==> src/rtl/syndrome_frame_ctrl.sv <==
// Frame controller for the PE grid: assembles serial syndrome bits, loads and times the offer window, returns captured match values.
// Optional build macro ZERO_SKIP_EN: all-zero frames bypass the offer sequence and report result_empty.
module syndrome_frame_ctrl #(
    parameter int ROWS              = 2,
    parameter int COLS              = 3,
    parameter int MATCH_VALUE_WIDTH = 8,
    parameter int SETTLE_CYCLES     = 4,
    parameter int DRAIN_CYCLES      = 4
) (
    input  logic                                clk,
    input  logic                                reset,
    input  logic                                s_bit,
    input  logic                                s_valid,
    output logic                                s_ready,
    input  logic [15:0]                         offer_cycles,
    output logic [ROWS*COLS-1:0]                measurement_value_out,
    output logic [ROWS*COLS-1:0]                measurement_valid_out,
    output logic                                start_offer,
    output logic                                stop_offer,
    input  logic [ROWS*COLS*MATCH_VALUE_WIDTH-1:0] match_value_in,
    output logic [ROWS*COLS*MATCH_VALUE_WIDTH-1:0] result_data,
    output logic                                result_empty,
    output logic                                result_valid,
    input  logic                                result_ready,
    output logic                                busy
);
    localparam int NPE   = ROWS * COLS;
    localparam int CNT_W = (NPE > 1) ? $clog2(NPE) : 1;
    localparam int RES_W = NPE * MATCH_VALUE_WIDTH;

    typedef enum logic [3:0] {
        ST_LOAD    = 4'd0,
        ST_ISSUE   = 4'd1,
        ST_SETTLE  = 4'd2,
        ST_START   = 4'd3,
        ST_RUN     = 4'd4,
        ST_STOP    = 4'd5,
        ST_DRAIN   = 4'd6,
        ST_CAPTURE = 4'd7,
        ST_OUTPUT  = 4'd8
    } state_t;

    state_t             r_state;
    state_t             w_state_next;
    logic [CNT_W-1:0]   r_bit_cnt;
    logic [NPE-1:0]     r_frame;
    logic [NPE-1:0]     w_frame_next;
    logic [7:0]         r_wait_cnt;
    logic [15:0]        r_offer_cnt;
    logic               w_accept;
    logic               w_last_bit;
    logic               w_frame_zero;

    logic [NPE-1:0]     r_meas_value;
    logic [NPE-1:0]     r_meas_valid;
    logic               r_start_offer;
    logic               r_stop_offer;
    logic [RES_W-1:0]   r_result_data;
    logic               r_result_valid;
    logic               r_s_ready;
    logic               r_busy;
    logic [NPE-1:0]     w_meas_valid_next;
    logic               w_start_next;
    logic               w_stop_next;
    logic               w_result_valid_next;
    logic               w_s_ready_next;
    logic               w_busy_next;

    assign w_accept   = s_valid & r_s_ready;
    assign w_last_bit = w_accept & (r_bit_cnt == CNT_W'(NPE - 1));

`ifdef ZERO_SKIP_EN
    logic r_result_empty;
    assign w_frame_zero = (r_frame == {NPE{1'b0}});
    assign result_empty = r_result_empty;

    // Empty flag is decided once per frame in ISSUE and held through OUTPUT
    always_ff @(posedge clk) begin
        if (reset) begin
            r_result_empty <= 1'b0;
        end else if (r_state == ST_ISSUE) begin
            r_result_empty <= w_frame_zero;
        end else begin
            r_result_empty <= r_result_empty;
        end
    end
`else
    assign w_frame_zero = 1'b0;
    assign result_empty = 1'b0;
`endif

    // Frame image including the bit accepted this cycle, so ISSUE sees the complete frame
    always_comb begin
        w_frame_next = r_frame;
        if (w_accept) begin
            w_frame_next[r_bit_cnt] = s_bit;
        end else begin
            w_frame_next = r_frame;
        end
    end

    // State register
    always_ff @(posedge clk) begin
        if (reset) begin
            r_state <= ST_LOAD;
        end else begin
            r_state <= w_state_next;
        end
    end

    // Next-state logic
    always_comb begin
        w_state_next = r_state;
        case (r_state)
            ST_LOAD:    w_state_next = w_last_bit ? ST_ISSUE : ST_LOAD;
            ST_ISSUE:   w_state_next = w_frame_zero ? ST_OUTPUT : ST_SETTLE;
            ST_SETTLE:  w_state_next = (r_wait_cnt == 8'd1) ? ST_START : ST_SETTLE;
            ST_START:   w_state_next = ST_RUN;
            ST_RUN:     w_state_next = (r_offer_cnt == 16'd1) ? ST_STOP : ST_RUN;
            ST_STOP:    w_state_next = ST_DRAIN;
            ST_DRAIN:   w_state_next = (r_wait_cnt == 8'd1) ? ST_CAPTURE : ST_DRAIN;
            ST_CAPTURE: w_state_next = ST_OUTPUT;
            ST_OUTPUT:  w_state_next = result_ready ? ST_LOAD : ST_OUTPUT;
            default:    w_state_next = ST_LOAD;
        endcase
    end

    // Output decode from the upcoming state so every port comes straight from a flop
    always_comb begin
        w_meas_valid_next   = (w_state_next == ST_ISSUE) ? {NPE{1'b1}} : {NPE{1'b0}};
        w_start_next        = (w_state_next == ST_START);
        w_stop_next         = (w_state_next == ST_STOP);
        w_result_valid_next = (w_state_next == ST_OUTPUT);
        w_s_ready_next      = (w_state_next == ST_LOAD);
        w_busy_next         = (w_state_next != ST_LOAD);
    end

    // Control output registers
    always_ff @(posedge clk) begin
        if (reset) begin
            r_meas_valid   <= {NPE{1'b0}};
            r_start_offer  <= 1'b0;
            r_stop_offer   <= 1'b0;
            r_result_valid <= 1'b0;
            r_s_ready      <= 1'b1;
            r_busy         <= 1'b0;
        end else begin
            r_meas_valid   <= w_meas_valid_next;
            r_start_offer  <= w_start_next;
            r_stop_offer   <= w_stop_next;
            r_result_valid <= w_result_valid_next;
            r_s_ready      <= w_s_ready_next;
            r_busy         <= w_busy_next;
        end
    end

    // Bit assembly and the settle/drain and offer-window counters
    always_ff @(posedge clk) begin
        if (reset) begin
            r_bit_cnt   <= {CNT_W{1'b0}};
            r_frame     <= {NPE{1'b0}};
            r_wait_cnt  <= 8'd0;
            r_offer_cnt <= 16'd0;
        end else begin
            r_frame <= w_frame_next;
            if (w_last_bit) begin
                r_bit_cnt <= {CNT_W{1'b0}};
            end else if (w_accept) begin
                r_bit_cnt <= r_bit_cnt + CNT_W'(1);
            end else begin
                r_bit_cnt <= r_bit_cnt;
            end
            case (r_state)
                ST_ISSUE:  r_wait_cnt <= 8'(SETTLE_CYCLES);
                ST_STOP:   r_wait_cnt <= 8'(DRAIN_CYCLES);
                ST_SETTLE, ST_DRAIN: r_wait_cnt <= r_wait_cnt - 8'd1;
                default:   r_wait_cnt <= r_wait_cnt;
            endcase
            // A zero-length window still runs for one cycle
            if (r_state == ST_START) begin
                r_offer_cnt <= (offer_cycles == 16'd0) ? 16'd1 : offer_cycles;
            end else if (r_state == ST_RUN) begin
                r_offer_cnt <= r_offer_cnt - 16'd1;
            end else begin
                r_offer_cnt <= r_offer_cnt;
            end
        end
    end

    // Frame and result data registers
    always_ff @(posedge clk) begin
        if (reset) begin
            r_meas_value  <= {NPE{1'b0}};
            r_result_data <= {RES_W{1'b0}};
        end else begin
            if (w_last_bit) begin
                r_meas_value <= w_frame_next;
            end else begin
                r_meas_value <= r_meas_value;
            end
            if (r_state == ST_CAPTURE) begin
                r_result_data <= match_value_in;
            end else if ((r_state == ST_ISSUE) && w_frame_zero) begin
                r_result_data <= {RES_W{1'b0}};
            end else begin
                r_result_data <= r_result_data;
            end
        end
    end

    assign s_ready               = r_s_ready;
    assign busy                  = r_busy;
    assign measurement_value_out = r_meas_value;
    assign measurement_valid_out = r_meas_valid;
    assign start_offer           = r_start_offer;
    assign stop_offer            = r_stop_offer;
    assign result_data           = r_result_data;
    assign result_valid          = r_result_valid;
endmodule

==> config.mk <==
export PLATFORM = sky130hd
export DESIGN_NAME = syndrome_frame_ctrl
export DESIGN_NICKNAME = d
export VERILOG_FILES = /design/src/rtl/syndrome_frame_ctrl.sv
export SDC_FILE = /design/constraint.sdc
export NUM_CORES = 1
export LEC_CHECK = 0
export ABC_AREA = 1
export BUFFER_PORTS_ARGS = -buffer_cell sky130_fd_sc_hd__buf_4
export CORE_UTILIZATION = 39
export DETAILED_ROUTE_END_ITERATION = 8
export MAX_ROUTING_LAYER = met4
export PLACE_DENSITY = 0.66
export SETUP_SLACK_MARGIN = 0.05
export SYNTH_ARGS = -nofsm -noshare
export SYNTH_HDL_FRONTEND = slang
export SYNTH_SLANG_ARGS = --single-unit
==> constraint.sdc <==
create_clock -name clk -period 1.1 [get_ports clk]
set_input_delay 0.11 -clock clk [delete_from_list [all_inputs] [get_ports clk]]
set_output_delay 0.11 -clock clk [all_outputs]
set_load 0.01 [all_outputs]
==> results of run 1 <==
## metrics by stage
step,instances,hold slack [ns],setup TNS (ns)
6_report,1030,0.00881,-17.34
5_1_grt,1030,0.00607,-23.24
3_5_place_dp,921,0.352,-10.95
3_3_place_gp,921,0.344,-8.49
2_1_floorplan,612,0.176,-1.90
4_1_cts,1001,0.00296,-10.13
## state kept, by name, summed over array words and instances, names as in the netlist
name and flops:
busy 1, measurement_valid_out 1, measurement_value_out 6, r_bit_cnt 3, r_frame 6, r_offer_cnt 16
r_state 4, r_wait_cnt 8, result_data 48, result_valid 1, s_ready 1, start_offer 1
stop_offer 1
## layer usage
metal  vias up  global-route usage (%)  routed length, um
met5         -                       -                  0
met4         0                    11.5                622
met3        57                    4.00                872
met2       184                    45.9               8520
met1      2489                    28.8               6540
li1       2512                       -                  -
## area by class of cell
| class | instances | area, sq um | area share (%) |
|---|---|---|---|
| Inverter | 60 | 285 | 3.60 |
| Timing Repair inverter | 2 | 16.3 | 0.205 |
| Tap cell | 140 | 175 | 2.21 |
| Sequential cell | 97 | 1980 | 25.0 |
| Clock inverter | 7 | 60.1 | 0.758 |
| Timing Repair Buffer | 289 | 2630 | 33.2 |
| Multi-Input combinational cell | 426 | 2650 | 33.5 |
| Clock buffer | 9 | 124 | 1.56 |
## power by group through the flow
stage                     Combinational [W]  Clock, W  Sequential, W
after floorplan                    0.000168         0        0.00361
after CTS                          0.000638   0.00235        0.00353
final                              0.000738   0.00233        0.00353
after global placement             0.000432         0        0.00361
after detailed placement           0.000444         0        0.00361
after global routing               0.000796   0.00252        0.00353
## final timing paths
path | startpoint | end | slack [ns]
hold / removal | offer_cycles[4] | r_offer_cnt[4] | 0.009
setup reg to reg | r_state[2] | result_data[34] | -0.36
setup / recovery | r_state[2] | result_data[34] | -0.36
hold reg to reg | result_data[46] | result_data[46] | 0.49
## cell usage after synthesis, types with 2 or more instances
library cell	n	share of area (%)
nor3_1	6	0.69
nand4_1	4	0.58
inv_2	3	0.26
o21ai_0	67	7.7
nand2_2	5	0.72
o21ai_1	9	1.0
nor2_1	160	14
inv_1	55	4.8
o22ai_1	2	0.29
buf_4	9	1.6
clkbuf_1	9	0.78
nor2_2	3	0.43
nand2_1	79	6.9
a21oi_1	19	2.2
ha_1	6	1.7
a21oi_2	2	0.40
dfxtp_1	97	45
clkinv_2	2	0.23
or2_2	3	0.43
nand3_1	38	4.4
clkbuf_2	2	0.23
buf_6	5	1.3
o21ai_2	2	0.40
o211ai_1	2	0.35
a211oi_1	7	1.2
buf_2	4	0.46
## cell families after synthesis
| family | Yosys count | share of synthesized area, % |
|---|---|---|
| other | 1 | 0.0866 |
| buffers and inverters | 90 | 9.68 |
| xor gates and xnor gates | 1 | 0.202 |
| DFF | 97 | 44.9 |
| AOI/OAI and AO/OA | 117 | 15.0 |
| adders and majority gates | 6 | 1.73 |
| and+or+nand+nor | 300 | 28.4 |
## repair_timing
item / CTS / global route
endpoints found under the hold margin: 48 / 2
endpoints found under the setup margin: 99 / 104
cloned: 3 / 11
pin swaps: 36 / 38
resized for setup: 129 / 117
hold buffers: 48 / 1
buffers inserted: 13 / 17
## worst max-delay path, delay by kind of cell, from the launching register on
kind | cells | cell delay [ns]
buf+inv | 4 | 0.47
flops | 1 | 0.37
simple gates | 4 | 0.51
==> flow_summary.toml, run 1 <==
[outcome]
status = "finished with violations"
violations = "setup timing"

[synthesis]
synth.ff_latch_count = 97
syn_nets = 687
synth-edff-count = 0
ys_seq_area_share_pct = 44.9
synth_area_sq_um = 4330
yosys_most_used_dff = "dfxtp_1"
synth.avg_cell_area_sq_um = 7.07
synthCells = 612
synth_cell_types = 38
async_flop_share_pct = 0
yosys_warnings = 0

[global_routing]
track_usage_pct = 25.9
grt_pass1_vias = 4872
grt_overflow = 0
antenna_found_initial = 0
grt_max_degree = 40
grt_pass1_wl_um = 22700

[final_layout]
final_layout_size_suffix_gt1_share_pct = 49.6
n_antenna_cell = 0
syn_to_final_growth_pct = 83.1
layout_common_cells = "buf_4, nor2_1, dfxtp_1"
utilization_pct = 73.1
fillers = 737
final_nets = 960
final_common_cell = "buf_4"
stdcell_area_sq_um = 7930

[worst_setup_path]
cp.arrival_ns = 1.77
cp-end-kind = "register"
crit_fanout = 9
required_ns = 1.41
worst_path_most_repeated_cell = "nor2_1"
cp_cell_sequence = "inv_2, nor2_4, buf_6, nand2_8, inv_6, clkbuf_16, nor2_1, nor2_1"
rr_worst_depth = 8
crit_type = "register to register"
slowest_stage = "dfxtp_2"
crit_path_start_kind = "register"
crit_path_max_incr_delay_ns = 0.37

[timing]
fin_crit_ns = 1.46
hold_viol_final = 0
final.setup_skew_ns = 0.0189
max_freq_ghz = 0.685
setup_slack_ns = -0.359
rsz0062_at_grt = "yes"
setup_violations = 87
final_max_slew_viol_count = 0
relSlewSlack_pct = 63.1
tightest_slew_ns = 0.553
fin_crit_sh_pct = 133

[drt]
drtPass1Iterations = 4
drt_wl_total_um = 16600
ant_nets = 0
avgViaCountPerCell = 5.09
drt_iter0_drc = 309
vias = 5242
wl_per_cell_um = 16.1
drc_errors = 0

[clock_tree]
cts_buffer_depth = 2
cts.sinks = 97
clk_pin_slew_ns = 0.11
worst_skew_pair.late_latency_ns = 0.41
cts-root-buf = "clkbuf_8"
cts_tree = "done"
cts_max_level = 3
cts_buffers = 9

[floorplan]
rows = 38
core-area_sq_um = 10800
die_w_um = 107
ios = 135
die_height_um = 107
start_util_pct = 39.9
die-area_sq_um = 11500

[placement]
port_buffers = 133
dp_slack_ns = -0.200
place_area_sq_um = 5990
dp_hpwl_um = 8760
gp_congestion = 0.888

[power_and_ir_drop]
netSwitchingPower_w = 0.00179
p_sw_share_pct = 27.2
p_per_area_nw_per_um2 = 832
vdd_drop_max_mv = 0.573
intPower_w = 0.00480
clkPwrFrac_pct = 35.3
p_comb_share_pct = 11.2
seqPwrFrac_pct = 53.5
p_leak_nw = 3.53
totalPowerFinal_w = 0.00659

[run]
drv_cap = 0

[hold_path]
hold_class = "input port to register"
holdPathStages = 3
Power figures use the tool's default switching activity.
==> run 2, diff against run 1 <==
- CTS_CLUSTER_SIZE: unset -> 14
- RECOVER_POWER: unset -> 50
==> run 2 against run 1 <==
First-iteration DRC count grew 3.9%. Sequential cell count is the same. The run still ends with setup timing left. Combinational power is essentially flat. Critical path type unchanged. Clock skew grew 0.0010 ns. Die area is the same. Utilization shrank 1.2 points. Clock power is essentially flat. Via count grew 0.82%. Critical endpoint unchanged. Fmax is essentially flat.
==> flow_summary.toml, run 2 (synthesis gave the netlist of run 1 again) <==
[drt]
drc_errors = 0
drt_iter0_drc = 321
drt_wl_total_um = 16600
vias = 5285
ant_nets = 0
avgViaCountPerCell = 5.13
wl_per_cell_um = 16.1
drtPass1Iterations = 5

[worst_setup_path]
cp-end-kind = "register"
required_ns = 1.41
cp_cell_sequence = "inv_2, nor2_4, buf_6, nand2_8, inv_6, clkbuf_16, nor2_1, nor2_1"
cp_num_buf_inv = 4
crit_type = "register to register"
cp.arrival_ns = 1.77
crit_fanout = 9
crit_path_max_incr_delay_ns = 0.37
crit_path_start_kind = "register"
crit_cells = 8
reg2reg_slack_ns = -0.36
path_delay_family = "simple AND/OR/NAND/NOR gates"
worst_path_most_repeated_cell = "nor2_1"
rr_worst_depth = 8
slowest_stage = "dfxtp_2"

[global_routing]
grt_pass1_vias = 4872
grt_overflow = 0
antenna_found_initial = 0
track_usage_pct = 25.9
grt_pass1_wl_um = 22700
grt_max_degree = 40

[clock_tree]
cts-root-buf = "clkbuf_8"
worst_skew_pair.late_latency_ns = 0.41
cts.sinks = 97
clk_pin_slew_ns = 0.11
cts_tree = "done"
cts_buffer_depth = 2
cts_buffers = 9
cts_max_level = 3

[timing]
whs_ns = 0.00508
setup_violations = 88
relSlewSlack_pct = 63.2
fin_crit_ns = 1.46
max_freq_ghz = 0.685
setup_slack_ns = -0.360
tightest_slew_ns = 0.552
hold_viol_final = 0
final.setup_skew_ns = 0.0199
rsz0062_at_grt = "yes"
fin_crit_sh_pct = 133
setup_tns_ns = -17.45
final_max_slew_viol_count = 0

[outcome]
status = "finished with violations"
violations = "setup timing"

[final_layout]
n_antenna_cell = 0
syn_to_final_growth_pct = 80.1
largest_register_ffs = 48
final_common_cell = "buf_4"
final_layout_size_suffix_gt1_share_pct = 45.5
layout_common_cells = "buf_4, nor2_1, dfxtp_1"
stdcell_area_sq_um = 7790
final_nets = 960

[power_and_ir_drop]
p_leak_nw = 3.38
totalPowerFinal_w = 0.00661
netSwitchingPower_w = 0.00181
seqPwrFrac_pct = 53.4
p_sw_share_pct = 27.4
p_per_area_nw_per_um2 = 848
vdd_drop_max_mv = 0.578
p_comb_share_pct = 11.2
clkPwrFrac_pct = 35.5
intPower_w = 0.00480

[placement]
dp_slack_ns = -0.200
dp_hpwl_um = 8760
port_buffers = 133
gp_congestion = 0.888
place_area_sq_um = 5990

[floorplan]
start_util_pct = 39.9
die-area_sq_um = 11500
die_w_um = 107
die_height_um = 107
ios = 135
core-area_sq_um = 10800
rows = 38

[run]
drv_cap = 0

[hold_path]
hold_class = "input port to register"
holdPathStages = 3
## run 2: changes by cell type in the layout (fill, tap and decap cells not counted), sizes merged
cell	previous run	this run
buf	233	198
clkbuf	16	51
## run 2: worst paths after layout
check	from	to
setup / recovery	r_state[2]	result_data[34]
hold / removal	offer_cycles[4]	r_offer_cnt[4]
setup reg to reg	r_state[2]	result_data[34]
hold reg to reg	result_data[46]	result_data[46]
## run 2: repair_timing
item                                   CTS  global route
hold buffers                            48             1
buffers inserted                        13            17
endpoints found under the hold margin   48             2
gates cloned                             3            11
gates resized for setup                129           117
pin swaps                               36            38
setup endpoints to repair               99           104
## run 2: area by class of cell
cell class | count | area [sq um]
fillers | 774 | 3050
multi-input cells | 426 | 2650
repair buffers | 289 | 2500
flip-flops and latches | 97 | 1980
inverters | 60 | 285
well taps | 140 | 175
clock buffers | 9 | 124
clock inverters | 7 | 60.1
repair inverters | 2 | 16.3
## run 2: layer usage
layer | global-route usage (%) | vias up | wire (um)
met4 | 11.5 | 0 | 592
met5 | - | - | 0
met1 | 28.8 | 2522 | 6660
met2 | 45.9 | 188 | 8570
met3 | 4.00 | 59 | 791
li1 | - | 2516 | -
## run 2: stage by stage
| step | util, % | instances |
|---|---|---|
| after global routing | 71.9 | 1030 |
| final | 71.9 | 1030 |
| after CTS | 65.9 | 1001 |
| after floorplan | - | 612 |
| after global placement | 55.2 | 921 |
| after detailed placement | 55.2 | 921 |
## run 2: power by group through the flow
stage / clock (W) / combinational [W] / sequential [W]
floorplan: 0 / 0.000168 / 0.00361
global placement: 0 / 0.000432 / 0.00361
detailed placement: 0 / 0.000444 / 0.00361
CTS: 0.00235 / 0.000638 / 0.00353
global route: 0.00252 / 0.000796 / 0.00353
finish: 0.00234 / 0.000738 / 0.00353
## run 2: worst register-to-register path, delay by kind of cell (launching register included)
kind          cells  cell delay, ns
simple gates      4            0.53
buf+inv           4            0.49
flops             1            0.37
